===== config.mk =====
export PLATFORM = sky130hd
export DESIGN_NAME = capture_ctrl
export DESIGN_NICKNAME = d
export VERILOG_FILES = /design/src/rtl/capture_pkg.sv /design/src/rtl/capture_ctrl_smpl_decimator.sv /design/src/rtl/capture_ctrl.sv
export SDC_FILE = /design/constraint.sdc
export NUM_CORES = 1
export LEC_CHECK = 0
export ABC_AREA = 0
export CAP_MARGIN = 15
export CELL_PAD_IN_SITES_DETAIL_PLACEMENT = 1
export CELL_PAD_IN_SITES_GLOBAL_PLACEMENT = 1
export CORE_MARGIN = 3
export CORE_UTILIZATION = 40
export DETAILED_ROUTE_END_ITERATION = 6
export PLACE_DENSITY = 0.75
export SKIP_CTS_REPAIR_TIMING = 1
export SYNTH_ARGS = -nofsm -noshare
export SYNTH_HDL_FRONTEND = slang
export SYNTH_SLANG_ARGS = --single-unit

===== constraint.sdc =====
create_clock -name clk -period 2.2 [get_ports clk]
set_input_delay 0.55 -clock clk [delete_from_list [all_inputs] [get_ports clk]]
set_output_delay 0.55 -clock clk [all_outputs]
set_load 0.05 [all_outputs]

===== src/rtl/capture_pkg.sv =====
// capture_pkg: shared types and constants for the capture sequencer.
//   cap_state_t     - capture FSM state encoding
//   ENTRIES_DFLT    - default sample RAM depth
//   LOG2_DFLT       - default RAM address width
//   DEC_W           - width of the decimation strobe counter
//   dec_mask()      - 2^d - 1 at DEC_W bits, the terminal count for decimator d
package capture_pkg;

  typedef enum logic [1:0] {
    IDLE = 2'd0,
    RUN  = 2'd1,
    TRIG = 2'd2,
    DONE = 2'd3
  } cap_state_t;

  localparam int ENTRIES_DFLT = 384;
  localparam int LOG2_DFLT    = 9;
  localparam int DEC_W        = 16;

  function automatic logic [DEC_W-1:0] dec_mask(input logic [3:0] d);
    logic [DEC_W:0] one_hot;
    one_hot = (DEC_W+1)'(1) << d;
    return DEC_W'(one_hot - (DEC_W+1)'(1));
  endfunction

endpackage


===== src/rtl/capture_ctrl_smpl_decimator.sv =====
// smpl_decimator: passes 1 of every 2^decimator sample strobes.
//   clk, rst_n  - system clock, async active-low reset
//   wrt_smpl    - raw sample strobe
//   decimator   - log2 of the decimation ratio
//   enable      - strobes are counted only while enabled
//   clr         - synchronous counter clear (capture start)
//   keep        - combinational: this strobe qualifies for a RAM write
module smpl_decimator
  import capture_pkg::*;
(
  input  logic       clk,
  input  logic       rst_n,
  input  logic       wrt_smpl,
  input  logic [3:0] decimator,
  input  logic       enable,
  input  logic       clr,
  output logic       keep
);

  logic [DEC_W-1:0] dec_cnt;
  logic             tc_hit;

  assign tc_hit = (dec_cnt == dec_mask(decimator));
  assign keep   = wrt_smpl & enable & tc_hit;

  always_ff @(posedge clk or negedge rst_n) begin
    if (!rst_n) begin
      dec_cnt <= '0;
    end else if (clr) begin
      dec_cnt <= '0;
    end else if (wrt_smpl && enable) begin
      dec_cnt <= tc_hit ? '0 : dec_cnt + DEC_W'(1);
    end
  end

endmodule


===== src/rtl/capture_ctrl.sv =====
// capture_ctrl: capture sequencer for the logic-analyzer core.
//   clk, rst_n    - system clock, async active-low reset
//   wrt_smpl      - new channel samples valid this cycle
//   run           - capture enabled (level)
//   decimator     - keep 1 of every 2^decimator strobes
//   trig_pos      - number of post-trigger samples to store (< ENTRIES)
//   triggered     - trigger match, honoured only while armed
//   clr_cap_done  - acknowledge completion, return to IDLE
//   we, waddr     - sample RAM write enable / address (next address to write)
//   armed         - enough pre-trigger samples stored
//   capture_done  - capture complete, RAM frozen
//   rd_start      - oldest stored sample address, valid while capture_done
//
// state | meaning
// IDLE  | no writes, waiting for run
// RUN   | pre-trigger fill, circular
// TRIG  | post-trigger fill until trig_pos samples written
// DONE  | RAM frozen, capture_done until clr_cap_done
module capture_ctrl
  import capture_pkg::*;
#(
  parameter int ENTRIES = ENTRIES_DFLT,
  parameter int LOG2    = LOG2_DFLT
) (
  input  logic            clk,
  input  logic            rst_n,
  input  logic            wrt_smpl,
  input  logic            run,
  input  logic [3:0]      decimator,
  input  logic [LOG2-1:0] trig_pos,
  input  logic            triggered,
  input  logic            clr_cap_done,
  output logic            we,
  output logic [LOG2-1:0] waddr,
  output logic            armed,
  output logic            capture_done,
  output logic [LOG2-1:0] rd_start
);

  localparam logic [LOG2:0]   ENT_W = (LOG2+1)'(ENTRIES);
  localparam logic [LOG2-1:0] LAST  = LOG2'(ENTRIES - 1);
  localparam logic [LOG2-1:0] ONE   = LOG2'(1);

  cap_state_t      state, state_nxt;
  logic            keep, dec_en, start, trig_hit, post_trig, write, arm_hit;
  logic [LOG2-1:0] waddr_nxt, trig_cnt;
  logic [LOG2:0]   smpl_cnt;

  assign dec_en   = (state == RUN) || (state == TRIG);
  assign start    = (state == IDLE) && run;
  assign trig_hit = armed && triggered;
  assign arm_hit  = (smpl_cnt + {1'b0, trig_pos}) >= ENT_W;

  smpl_decimator u_dec (
    .clk       (clk),
    .rst_n     (rst_n),
    .wrt_smpl  (wrt_smpl),
    .decimator (decimator),
    .enable    (dec_en),
    .clr       (start),
    .keep      (keep)
  );

  always_comb begin
    state_nxt = state;
    case (state)
      IDLE: if (run) state_nxt = RUN;
      RUN: begin
        if (!run) begin
          state_nxt = IDLE;
        end else if (trig_hit) begin
          // a strobe coincident with the trigger is post-trigger sample 1
          if (trig_pos == '0)                 state_nxt = DONE;
          else if (keep && (trig_pos == ONE)) state_nxt = DONE;
          else                                state_nxt = TRIG;
        end
      end
      TRIG: begin
        if (!run)                                        state_nxt = IDLE;
        else if (keep && ((trig_cnt + ONE) == trig_pos)) state_nxt = DONE;
      end
      DONE: if (clr_cap_done) state_nxt = IDLE;
      default: state_nxt = IDLE;
    endcase
  end

  // Writes are dropped on abort and when a zero-length post-trigger
  // window closes the capture in the trigger cycle itself.
  always_comb begin
    post_trig = (state == TRIG) || ((state == RUN) && trig_hit);
    write     = keep && run && !((state == RUN) && trig_hit && (trig_pos == '0));
    waddr_nxt = waddr;
    if (start)   waddr_nxt = '0;
    else if (we) waddr_nxt = (waddr == LAST) ? '0 : waddr + ONE;
  end

  always_ff @(posedge clk or negedge rst_n) begin
    if (!rst_n) begin
      state        <= IDLE;
      we           <= 1'b0;
      waddr        <= '0;
      smpl_cnt     <= '0;
      trig_cnt     <= '0;
      armed        <= 1'b0;
      capture_done <= 1'b0;
      rd_start     <= '0;
    end else begin
      state <= state_nxt;
      we    <= write;
      waddr <= waddr_nxt;

      if (start)
        smpl_cnt <= '0;
      else if (write && (state == RUN) && (smpl_cnt != ENT_W))
        smpl_cnt <= smpl_cnt + (LOG2+1)'(1);

      if (start)                   trig_cnt <= '0;
      else if (write && post_trig) trig_cnt <= trig_cnt + ONE;

      if (state_nxt == IDLE)                 armed <= 1'b0;
      else if ((state == RUN) && arm_hit)    armed <= 1'b1;

      // The final write lands in the first DONE cycle, so the oldest-sample
      // address and the done flag both settle one clock into DONE.
      capture_done <= (state == DONE) && !clr_cap_done;
      if (state == DONE) rd_start <= waddr_nxt;
    end
  end

endmodule


==> flow_metrics.py, run 1 <==
metrics = {
    "status": {
        "status": "finished with violations",
        "violations": "setup timing",
    },
    "detailed_routing": {
        "route.vias.total": 4823,
        "drt.antenna.violating_nets": 0,
        "drt-wirelength-per-cell_um": 23.1,
        "drcViolationCount": 0,
        "firstDrtPassIters": 4,
        "via_per_inst": 6.17,
        "drtIter0Drc": 244,
        "finalWirelength_um": 18100,
    },
    "synthesis": {
        "ys_ff_latch": 58,
        "ys_warn_count": 0,
        "synth_nets": 523,
        "synth_enable_flop_cells": 0,
        "netlist_instances": 483,
        "yosysMostFrequentCell": "dfrtp_1",
        "yosysSeqAreaShare_pct": 34.1,
        "async_reset_ff_share_pct": 100,
        "synthDistinctLibCells": 70,
        "avgSynthCellArea_um2": 8.80,
        "mappedNetlistArea_um2": 4250,
        "synth_top_area_share_pct": 34.1,
        "synth_top_area_cell": "dfrtp_1",
        "ys.flop_type": "dfrtp_1",
        "synth_area_leaders": "dfrtp_1, ha_1, a21oi_1",
        "netlist_top_cells_count": "dfrtp_1, nand2_1, a21oi_1",
    },
    "die": {
        "coreArea_um2": 10300,
        "die_h_um": 109,
        "row_count": 37,
        "dieArea_um2": 11900,
        "die_x_um": 109,
        "initial_core_util_pct": 41.2,
        "ios": 40,
    },
    "place": {
        "gp_congestion": 0.846,
        "dp_cells": 747,
        "preCtsSetupSlack_ns": -1.48,
        "hpwl_um": 10900,
        "port_buffers": 39,
    },
    "critical_path": {
        "endpoint_kind": "flop",
        "cp-start-kind": "input port",
        "worstPathCellList": "buf_8, nor4_4, inv_2, ha_4, buf_4, nor3b_4, o21ai_2, a221oi_4, nor4_4, buf_4, nand4_4, or4_4, a21oi_2",
        "worstSetupPathType": "in -> reg",
        "cpPeakStageDelay_ns": 0.55,
        "slowest_stage": "or4_4",
        "worst-path-max-fanout": 6,
        "crit_required_ns": 2.48,
        "setup.reg_to_reg.worst_slack_ns": -0.58,
        "worstPathArrival_ns": 3.30,
    },
    "final_layout": {
        "stdcell_count": 782,
        "diodes": 0,
        "fill_cells": 1182,
        "area_delta_synth_final_pct": 49.7,
        "layout.nets": 681,
        "final_layout_size_suffix_gt1_share_pct": 34.8,
    },
    "timing": {
        "tightest_slew_ns": 0.715,
        "slew_viol_final": 0,
        "fin_crit_sh_pct": 137,
        "slew_headroom_pct": 51.0,
        "setup_viol": 39,
        "fin_skew_ns": 0.0177,
        "final.setup.tns_ns": -25.92,
        "final.min_clock_period_ns": 3.02,
        "hold_viol": 0,
        "clock.fmax_mhz": 331,
        "rsz0062_at_grt": "yes",
        "worst_slack_ns": -0.821,
    },
    "global_route": {
        "antenna_found_initial": 0,
        "grt_pass1_vias": 4652,
        "grt_max_degree": 59,
        "grt.total_usage_pct": 24.5,
        "grt_pass1_wl_um": 22800,
        "grt_overflow": 0,
    },
    "clock_network": {
        "cts_tree": "built",
        "clk_pin_slew_ns": 0.09,
        "clk_latency_ns": 0.36,
        "cts_num_sinks": 58,
        "cts_buffers": 9,
        "cts_root_buf": "clkbuf_8",
        "cts_buffer_depth": 2,
        "htreeDepth": 3,
    },
    "power": {
        "leakage_nw": 2.90,
        "ir_drop_mv": 0.706,
        "p_per_area_nw_per_um2": 516,
    },
    "flow_run": {
        "cap_violations": 0,
    },
    "min_path": {
        "hold_path.class": "in -> async",
    },
}
[cells by family (layout without fill, tap and decap cells)]
kind of cell | after synthesis | after routing | synth area share [%]
muxes | 22 | 22 | 5.48
buffers and inverters | 41 | 203 | 4.33
AOI/OAI and AO/OA | 125 | 125 | 19.8
adders and majority gates | 21 | 21 | 6.36
and+or+nand+nor | 194 | 195 | 25.3
xor gates and xnor gates | 22 | 22 | 4.53
DFF | 58 | 58 | 34.1
[registers in the layout, indices dropped and copies added (netlist names)]
name / flops
capture_done: 1
armed: 1
trig_cnt: 9
we: 1
rd_start: 9
state: 2
waddr: 9
u_dec.dec_cnt: 16
smpl_cnt: 10
[per-layer routing]
| layer | routed length [um] | GRT usage, % | up-vias |
|---|---|---|---|
| met2 | 9170 | 44.2 | 195 |
| met3 | 944 | 5.03 | 77 |
| met4 | 828 | 8.93 | 0 |
| met1 | 7140 | 28.5 | 2434 |
| met5 | 0 | 0 | - |
| li1 | - | - | 2117 |
[critical path, delay by kind of cell]
| kind | cells | cell delay (ns) |
|---|---|---|
| buf+inv | 4 | 0.57 |
| simple gates | 5 | 1.53 |
| fa+ha+maj | 1 | 0.22 |
| compound gates | 3 | 0.41 |
[cell type report]
| cell class | instances | area, um^2 | share of cell area [%] |
|---|---|---|---|
| tap | 136 | 170 | 2.67 |
| sequential | 58 | 1450 | 22.8 |
| clock buffer | 11 | 141 | 2.22 |
| multi-input combinational | 385 | 2980 | 46.8 |
| timing repair buffer | 169 | 1480 | 23.2 |
| inverter | 18 | 67.6 | 1.06 |
| clock inverter | 5 | 77.6 | 1.22 |
[layout by cell type, fill, tap and decap left out, drive strengths merged, types with 9 or more instances in the layout]
cell type,synthesis,routed
buf,10,135
dfrtp,58,58
nand2,41,41
a21oi,35,35
nor2,28,28
o21ai,27,27
clkdlybuf4s50,0,26
nand3,24,24
ha,20,20
inv,18,18
nor3,14,14
xnor2,13,13
mux2i,12,12
and3,12,12
clkbuf,13,12
nor4,11,11
mux2,10,10
or3,10,10
xor2,9,9
nand4,8,9
a211oi,9,9
[power breakdown]
group,switching [W],total (W),internal [W]
clock network,0.000476,0.00114,0.000665
logic,0.000584,0.00103,0.000447
registers,0.0000259,0.00111,0.00109
[final timing paths]
path,start,endpoint,cells after the start
worst max-delay path,decimator[1],trig_cnt[7],13
worst min-delay path,rst_n,rd_start[8],2
worst max register to register,u_dec.dec_cnt[9],trig_cnt[7],9
worst min register to register,rd_start[4],rd_start[4],1
max in group asynchronous,rst_n,u_dec.dec_cnt[12],2
min in group clk,rd_start[4],rd_start[4],1
[per-stage QoR]
stage                     hold WS, ns  util [%]  power, W  instance area (um^2)
after global routing            0.214      61.6   0.00342                  6360
after floorplan                 0.254         -   0.00155                  4400
final                           0.201      61.6   0.00329                  6360
after global placement          0.493      55.1   0.00195                  5690
after detailed placement        0.497      55.1   0.00199                  5690
after CTS                       0.206      57.2   0.00314                  5900
Power figures use the tool's default switching activity.
==> run 2, diff against run 1 <==
Settings changed: CORE_MARGIN 3 to not set.
==> run 2 against run 1 <==
Against the previous run:
- the flow still finishes with violations (setup timing)
- clock skew decreased by 0.0014 ns
- cell count is 0.38% lower
- clock power shrank 6%
- critical path depth is the same
- register-to-register slack gained 0.04 ns
- die area fell by 7.2%
- non-clock buffer count decreased by 2
- first-iteration DRC count rose by 30%
- via count down 3.6%
- global-route usage increased by 2.5 points
- wire length decreased by 6.6%
- worst hold slack better by 0.011 ns
==> flow_metrics.py, run 2 (synthesis results as in run 1) <==
metrics = {
    "final_layout": {
        "final_layout_size_suffix_gt1_share_pct": 32.2,
        "final_cell_mix": "buf_4, dfrtp_1, nand2_1",
        "largest_reg_flops": 16,
        "layout_commonest_cell": "buf_4",
        "area_delta_synth_final_pct": 45.9,
        "largestRegisters": "u_dec.dec_cnt x16, smpl_cnt x10",
        "regMostFlops": "u_dec.dec_cnt",
        "diodes": 0,
        "layout.nets": 679,
    },
    "power": {
        "cell_internal_pwr_w": 0.00210,
        "combPwrFrac_pct": 30.6,
        "p_clk_share_pct": 34.1,
        "p_per_area_nw_per_um2": 506,
        "p_sw_w": 0.00103,
        "leakage_nw": 2.80,
        "ir_drop_mv": 0.351,
        "swShare_pct": 32.9,
        "sequentialPowerShare_pct": 35.3,
    },
    "timing": {
        "final.setup.tns_ns": -23.72,
        "slew_viol_final": 0,
        "hold_viol": 0,
        "final.min_clock_period_ns": 2.94,
        "slew_headroom_pct": 48.9,
        "rsz0062_at_grt": "yes",
        "fin_crit_sh_pct": 134,
        "tightest_slew_ns": 0.745,
        "worst_slack_ns": -0.744,
        "fin_skew_ns": 0.0164,
        "clock.fmax_mhz": 340,
        "setup_viol": 39,
    },
    "die": {
        "die_x_um": 105,
        "dieArea_um2": 11000,
        "row_count": 37,
        "die_h_um": 105,
        "ios": 40,
        "initial_core_util_pct": 41.2,
        "coreArea_um2": 10300,
    },
    "clock_network": {
        "cts_buffer_depth": 2,
        "cts_num_sinks": 58,
        "htreeDepth": 3,
        "cts_root_buf": "clkbuf_8",
        "clk_pin_slew_ns": 0.07,
        "cts_buffers": 9,
        "cts_tree": "built",
        "clk_latency_ns": 0.36,
    },
    "critical_path": {
        "crit_required_ns": 2.46,
        "worstSetupPathType": "in -> reg",
        "worst-path-max-fanout": 9,
        "worstPathArrival_ns": 3.20,
        "cp-start-kind": "input port",
        "endpoint_kind": "flop",
    },
    "flow_run": {
        "cap_violations": 0,
    },
    "place": {
        "port_buffers": 39,
        "preCtsSetupSlack_ns": -1.49,
        "gp_congestion": 0.850,
        "hpwl_um": 11000,
    },
    "detailed_routing": {
        "finalWirelength_um": 16900,
        "drt-wirelength-per-cell_um": 21.7,
        "drtIter0Drc": 317,
        "route.vias.total": 4649,
        "drt.antenna.violating_nets": 0,
        "firstDrtPassIters": 4,
        "drcViolationCount": 0,
        "via_per_inst": 5.97,
    },
    "global_route": {
        "grt_pass1_wl_um": 23800,
        "antenna_found_initial": 0,
        "grt.total_usage_pct": 27.0,
        "grt_pass1_vias": 4824,
        "grt_overflow": 0,
        "grt_max_degree": 34,
    },
    "status": {
        "violations": "setup timing",
        "status": "finished with violations",
    },
    "min_path": {
        "hold_path.class": "in -> async",
    },
}
==> run 2: changes by cell type in the layout (fill, tap and decap cells not counted), sizes merged <==
| cell | delta |
|---|---|
| clkinv | -1 |
| clkbuf | +1 |
| clkdlybuf4s50 | +3 |
| buf | -1 |
| bufinv | -1 |
| dlymetal6s2s | -3 |
| clkinvlp | -1 |
==> run 2: worst paths after layout <==
kind	startpoint	end	slack (ns)	depth (start not counted)
max	decimator[1]	u_dec.dec_cnt[12]	-0.74	13
min	rst_n	smpl_cnt[6]	0.21	2
max reg2reg	u_dec.dec_cnt[9]	trig_cnt[8]	-0.54	9
min reg2reg	rd_start[5]	rd_start[5]	0.51	1
max in group asynchronous	rst_n	u_dec.dec_cnt[12]	1.61	2
min in group clk	rd_start[5]	rd_start[5]	0.51	1
==> run 2: area by class of cell <==
| class | instances | area, um^2 |
|---|---|---|
| clock buffer | 13 | 169 |
| clock inverter | 2 | 35.0 |
| fill | 1179 | 4120 |
| inverter | 18 | 67.6 |
| multi-input combinational | 385 | 2900 |
| sequential | 58 | 1450 |
| tap | 136 | 170 |
| timing repair buffer | 167 | 1410 |
==> run 2: routing by layer <==
metal	global-route usage, %	vias up	share of wire (%)
met1	32.8	2342	42
met4	8.15	0	3.1
li1	-	2107	-
met5	0	-	0
met3	4.18	50	4.0
met2	48.8	150	51
==> run 2: power by group through the flow <==
stage	sequential (W)	combinational [W]	clock (W)
after floorplan	0.00114	0.000407	0
after global placement	0.00113	0.000800	0
after detailed placement	0.00113	0.000849	0
after CTS	0.00111	0.000853	0.00107
after global routing	0.00111	0.00102	0.00111
final	0.00111	0.000959	0.00107
==> run 2: stage by stage <==
stage / hold WS, ns / cell area, um^2 / std cells / util [%] / total power [W]
global route: 0.249 / 6200 / 779 / 60.1 / 0.00325
CTS: 0.236 / 5850 / 762 / 56.7 / 0.00303
finish: 0.213 / 6200 / 779 / 60.1 / 0.00314
detailed placement: 0.501 / 5650 / 747 / 54.7 / 0.00198
floorplan: 0.254 / 4400 / 483 / - / 0.00155
global placement: 0.494 / 5650 / 747 / 54.7 / 0.00193
==> run 2: worst max-delay path, stage by stage <==
cell and delay (ns):
buf_2 0.13, buf_6 0.14, buf_4 0.13, buf_4 0.15
nor3_1 0.37, o21ai_0 0.27, a211oi_4 0.49, nor3_4 0.12
buf_4 0.19, a21oi_4 0.23, buf_6 0.18, a21oi_1 0.08
mux2i_1 0.17
==> run 3, diff against run 2 <==
Settings changed: CTS_CLUSTER_SIZE set to 30.
==> results of run 3 <==
No change in the layout: final DEF, timing and power equal those of run 2.
==> variant 1 (flow settings as in run 2) <==
Set the package constant `DEC_W` to 32 (it was 16).
--- a/src/rtl/capture_pkg.sv
+++ b/src/rtl/capture_pkg.sv
@@ -16,5 +16,5 @@
   localparam int ENTRIES_DFLT = 384;
   localparam int LOG2_DFLT    = 9;
-  localparam int DEC_W        = 16;
+  localparam int DEC_W        = 32;
 
   function automatic logic [DEC_W-1:0] dec_mask(input logic [3:0] d);
Check against the original RTL: no difference found for any inputs over 10 cycles, from zero or initial values and one cycle with rst_n low; that may be too few to reach the edited logic, so the function may still have changed.
==> variant 1 against run 2 <==
  * The flow still finishes with violations (negative setup slack)
  * Synthesized area is 32% higher
  * Sequential power is 29% higher
  * Highest routed layer unchanged
  * Die area is 31% higher
  * Final area is 36% higher
  * Wire length is 45% higher
  * First-iteration DRC count is 47% higher
  * Worst setup slack worse by 0.21 ns
  * Utilization is 2.8 points higher
  * Sequential cell count is 16 higher
  * Total power is 37% higher
==> variant 1: results (changes against run 2) <==
syn_to_final_growth_pct: 51.2  # was 45.9%
status: "finished with violations"  # unchanged
grt_pass1_vias: 6447  # was 4824
violations: "negative setup slack"  # unchanged
fin_util_pct: 62.9  # was 60.1%
ys_types: 69  # was 70
met3_usage_pct: 4.15  # was 4.18%
crit_path_end: "u_dec.dec_cnt[1]$_DFFE_PN0P_"  # was u_dec.dec_cnt[12]$_DFFE_PN0P_
finClkSkew_ns: 0.00782  # was 0.0164 ns
avgSynthCellArea_um2: 8.25  # was 8.80 µm²
first_pass_iters: 5  # was 4
placed_area_um2: 7280  # was 5650 µm²
grt_pass1_wl_mm: 32.1  # was 23.8 mm
cp_slowest_cell: "nor4_2"  # was a211oi_4
reg_top3: "u_dec.dec_cnt: 32 flops, smpl_cnt: 10 flops"  # was u_dec.dec_cnt: 16 flops, smpl_cnt: 10 flops
wl_met2_mm: 12.8  # was 8.64 mm
post_drt_wl_per_cell_um: 23.5  # was 21.7 µm
cts_root_buf: "clkbuf_16"  # was clkbuf_8
grt_start_max_net_pins: 37  # was 34
fin_ws_ns: -0.956  # was -0.744 ns
slowest_delay_ns: 0.38  # was 0.49 ns
netlist_top_cells_area: "dfrtp_1, a31oi_1, ha_1"  # was dfrtp_1, ha_1, a21oi_1
drt_iter0_markers: 466  # was 317
setup_viol: 55  # was 39
synth-seq-area-share_pct: 33.1  # was 34.1%
cpLargestDelayFamily: "simple AND/OR/NAND/NOR gates"  # was compound AO/OA/AOI/OAI gates
variant 1: changes by cell type after synthesis, sizes merged, moves of 12 or more:
| cell | run 2 | this run |
|---|---|---|
| dfrtp | 58 | 74 |
| clkbuf | 13 | 30 |
| inv | 18 | 30 |
| nor2 | 28 | 53 |
| nand3 | 24 | 45 |
| nand4 | 8 | 21 |
| a31oi | 2 | 47 |
| nand2 | 41 | 56 |
variant 1: where the power goes:
| part | switching (mW) | leakage (nW) | internal (mW) |
|---|---|---|---|
| Combinational | 0.854 | 2.53 | 0.609 |
| Sequential | 0.0389 | 1.03 | 1.39 |
| Clock | 0.638 | 0.128 | 0.759 |
variant 1: logic make-up (layout without fill, tap and decap cells):
kind of cell | count (synthesis) | count (layout) | synth area share (%)
fa+ha+maj | 22 | 22 | 5.05
simple gates | 288 | 289 | 27.7
flops | 74 | 74 | 33.1
compound gates | 172 | 172 | 20.7
buf+inv | 75 | 262 | 5.57
mux | 16 | 16 | 3.06
xor+xnor | 31 | 31 | 4.85
==> variant 2 (config.mk and constraints of run 2) <==
Made on the original files. Put one more register stage on the output `we`, with the module's reset. The value now appears one clock later. The other outputs are not delayed to match.
--- a/src/rtl/capture_ctrl.sv
+++ b/src/rtl/capture_ctrl.sv
@@ -41,4 +41,6 @@
   localparam logic [LOG2-1:0] LAST  = LOG2'(ENTRIES - 1);
   localparam logic [LOG2-1:0] ONE   = LOG2'(1);
+
+  logic we_s0;
 
   cap_state_t      state, state_nxt;
@@ -92,5 +94,5 @@
     waddr_nxt = waddr;
     if (start)   waddr_nxt = '0;
-    else if (we) waddr_nxt = (waddr == LAST) ? '0 : waddr + ONE;
+    else if (we_s0) waddr_nxt = (waddr == LAST) ? '0 : waddr + ONE;
   end
 
@@ -98,5 +100,5 @@
     if (!rst_n) begin
       state        <= IDLE;
-      we           <= 1'b0;
+      we_s0        <= 1'b0;
       waddr        <= '0;
       smpl_cnt     <= '0;
@@ -107,5 +109,5 @@
     end else begin
       state <= state_nxt;
-      we    <= write;
+      we_s0 <= write;
       waddr <= waddr_nxt;
 
@@ -128,4 +130,12 @@
   end
 
+  always_ff @(posedge clk or negedge rst_n) begin
+    if (!rst_n) begin
+      we <= '0;
+    end else begin
+      we <= we_s0;
+    end
+  end
+
 endmodule
 
Behaviour: not the same (a bounded check fails within 4 cycles, from zero or initial values and one cycle with rst_n low).
==> variant 2 against run 2 <==
  * The flow still finishes with violations (negative setup slack)
  * Clock power is 5% lower
  * Final area is 2.0% lower
  * Die area is 0.31% lower
  * Sequential share of layout area is 0.89 points higher
  * Worst setup slack worse by 0.026 ns
  * Total power is 7.6% higher
  * Synthesized area is 0.32% lower
  * Wire length is 5.3% lower
  * Sequential cell count is 1 higher
==> variant 2: results (changes against run 2) <==
status: "finished with violations"  # unchanged
syn_nets: 509  # was 523
placed_area_um2: 5470  # was 5650 µm²
grt-ovfl-total: 0  # unchanged
ys_types: 72  # was 70
dp_hpwl_mm: 10.4  # was 11.0 mm
use_met2_pct: 46.1  # was 48.8%
grt_pass1_vias: 4599  # was 4824
viasPerCell: 6.00  # was 5.97
cts_root_buf: "clkbuf_8"  # unchanged
leakage_nw: 2.81  # was 2.80 nW
grt_start_max_net_pins: 25  # was 34
drive_above_1_share_pct: 31.8  # was 32.2%
finClkSkew_ns: 0.0124  # was 0.0164 ns
synthTopCellsByCount: "dfrtp_1, nor2_1, nand2_1, nand3_1, a21oi_1"  # was dfrtp_1, nand2_1, a21oi_1, nor2_1, o21ai_0
final_nets: 643  # was 679
met1_usage_pct: 30.6  # was 32.8%
wirelength_mm: 16.0  # was 16.9 mm
netlist_top_cells_area: "dfrtp_1, ha_1, nand3_1"  # was dfrtp_1, ha_1, a21oi_1
gp_congestion: 0.820  # was 0.850
setup_viol: 39  # unchanged
vdd_drop_max_mv: 0.317  # was 0.351 mV
met3_usage_pct: 5.86  # was 4.18%
drt_iter0_markers: 171  # was 317
slew_headroom_pct: 45.2  # was 48.9%
fin_ws_ns: -0.771  # was -0.744 ns
crit_fanout: 7  # was 9
clk_pin_slew_ns: 0.08
violations: "negative setup slack"  # unchanged
globalRouteTotalUtil_pct: 26.1  # was 27.0%
synthArstFlopShare_pct: 100  # unchanged
final_area_um2: 6080  # was 6200 µm²
synth-seq-area-share_pct: 34.8  # was 34.1%
fill_cells: 1186  # was 1179
arrival_ns: 3.27  # was 3.20 ns
cts_made_buffers: 9  # unchanged
grt_pass1_wl_mm: 22.6  # was 23.8 mm
-- variant 2: changes by cell type after synthesis, sizes merged, moves of 5 or more --
cell	delta
o31ai	-7
nand3b	-5
or2	-5
o211ai	+5
a21oi	-7
nand2	-9
nand3	+7
inv	+6
a211oi	-5
nor2	+6
mux2i	-6
o21ai	-5
-- variant 2: path summary, 6_finish.rpt --
| path | cells after the start | start | endpoint | slack, ns |
|---|---|---|---|---|
| max in group asynchronous | 2 | rst_n | trig_cnt[7]$_DFFE_PN0P_ | 1.42 |
| worst max register to register | 8 | state[0]$_DFF_PN0_ | trig_cnt[6]$_DFFE_PN0P_ | -0.29 |
| min in group clk | 1 | rd_start[4]$_DFFE_PN0P_ | rd_start[4]$_DFFE_PN0P_ | 0.51 |
| worst min register to register | 1 | rd_start[4]$_DFFE_PN0P_ | rd_start[4]$_DFFE_PN0P_ | 0.51 |
| worst min-delay path | 1 | rst_n | rd_start[6]$_DFFE_PN0P_ | 0.19 |
| worst max-delay path | 12 | decimator[0] | trig_cnt[6]$_DFFE_PN0P_ | -0.77 |
-- variant 2: cells by family after synthesis --
group | Yosys count | share of synthesized area [%]
AO/OA/AOI/OAI | 118 | 20.1
XOR/XNOR | 27 | 5.94
flip-flops | 59 | 34.8
AND/OR/NAND/NOR | 181 | 23.6
adder cells (fa/ha/maj) | 22 | 6.62
buffers and inverters | 46 | 4.84
multiplexers | 16 | 4.08
-- variant 2: routing by layer --
metal  vias to the layer above  share of wire (%)  routed length (µm)
met4                         0                3.7                 595
met1                      2259                 39                6290
met5                         -                  0                   0
met3                        50                3.8                 606
met2                       128                 53                8500
li1                       2018                  -                   -
-- variant 2: critical path, stage by stage --
cell      delay [ns]
buf_6           0.09
or4_4           0.55
ha_4            0.21
xor2_1          0.25
xnor2_2         0.18
o221ai_2        0.18
nor4_4          0.26
buf_6           0.19
nand4_4         0.14
buf_12          0.18
or4_4           0.42
nand2_2         0.07
-- variant 2: layout make-up --
cell class                      instances  area share [%]
Inverter                               24            1.48
Multi-Input combinational cell        365            46.8
Tap cell                              136            2.80
Clock buffer                           10            2.27
Clock inverter                          5           0.886
Sequential cell                        59            24.3
Timing Repair Buffer                  144            21.5
-- variant 2: stage by stage --
step,cells,TNS (ns),setup slack [ns],hold slack [ns],util (%)
5_1_grt,743,-29.25,-0.849,0.206,59.1
2_1_floorplan,469,-32.41,-0.983,0.254,-
6_report,743,-26.34,-0.771,0.194,59.1
3_5_place_dp,715,-53.25,-1.53,0.499,53.2
3_3_place_gp,715,-49.90,-1.42,0.490,53.2
4_1_cts,730,-39.96,-1.19,0.197,55.1
-- variant 2: where the power goes --
part	switching [mW]	leakage, nW	internal [mW]
Sequential	0.0484	0.821	1.12
Clock	0.477	0.102	0.543
Combinational	0.676	1.89	0.516
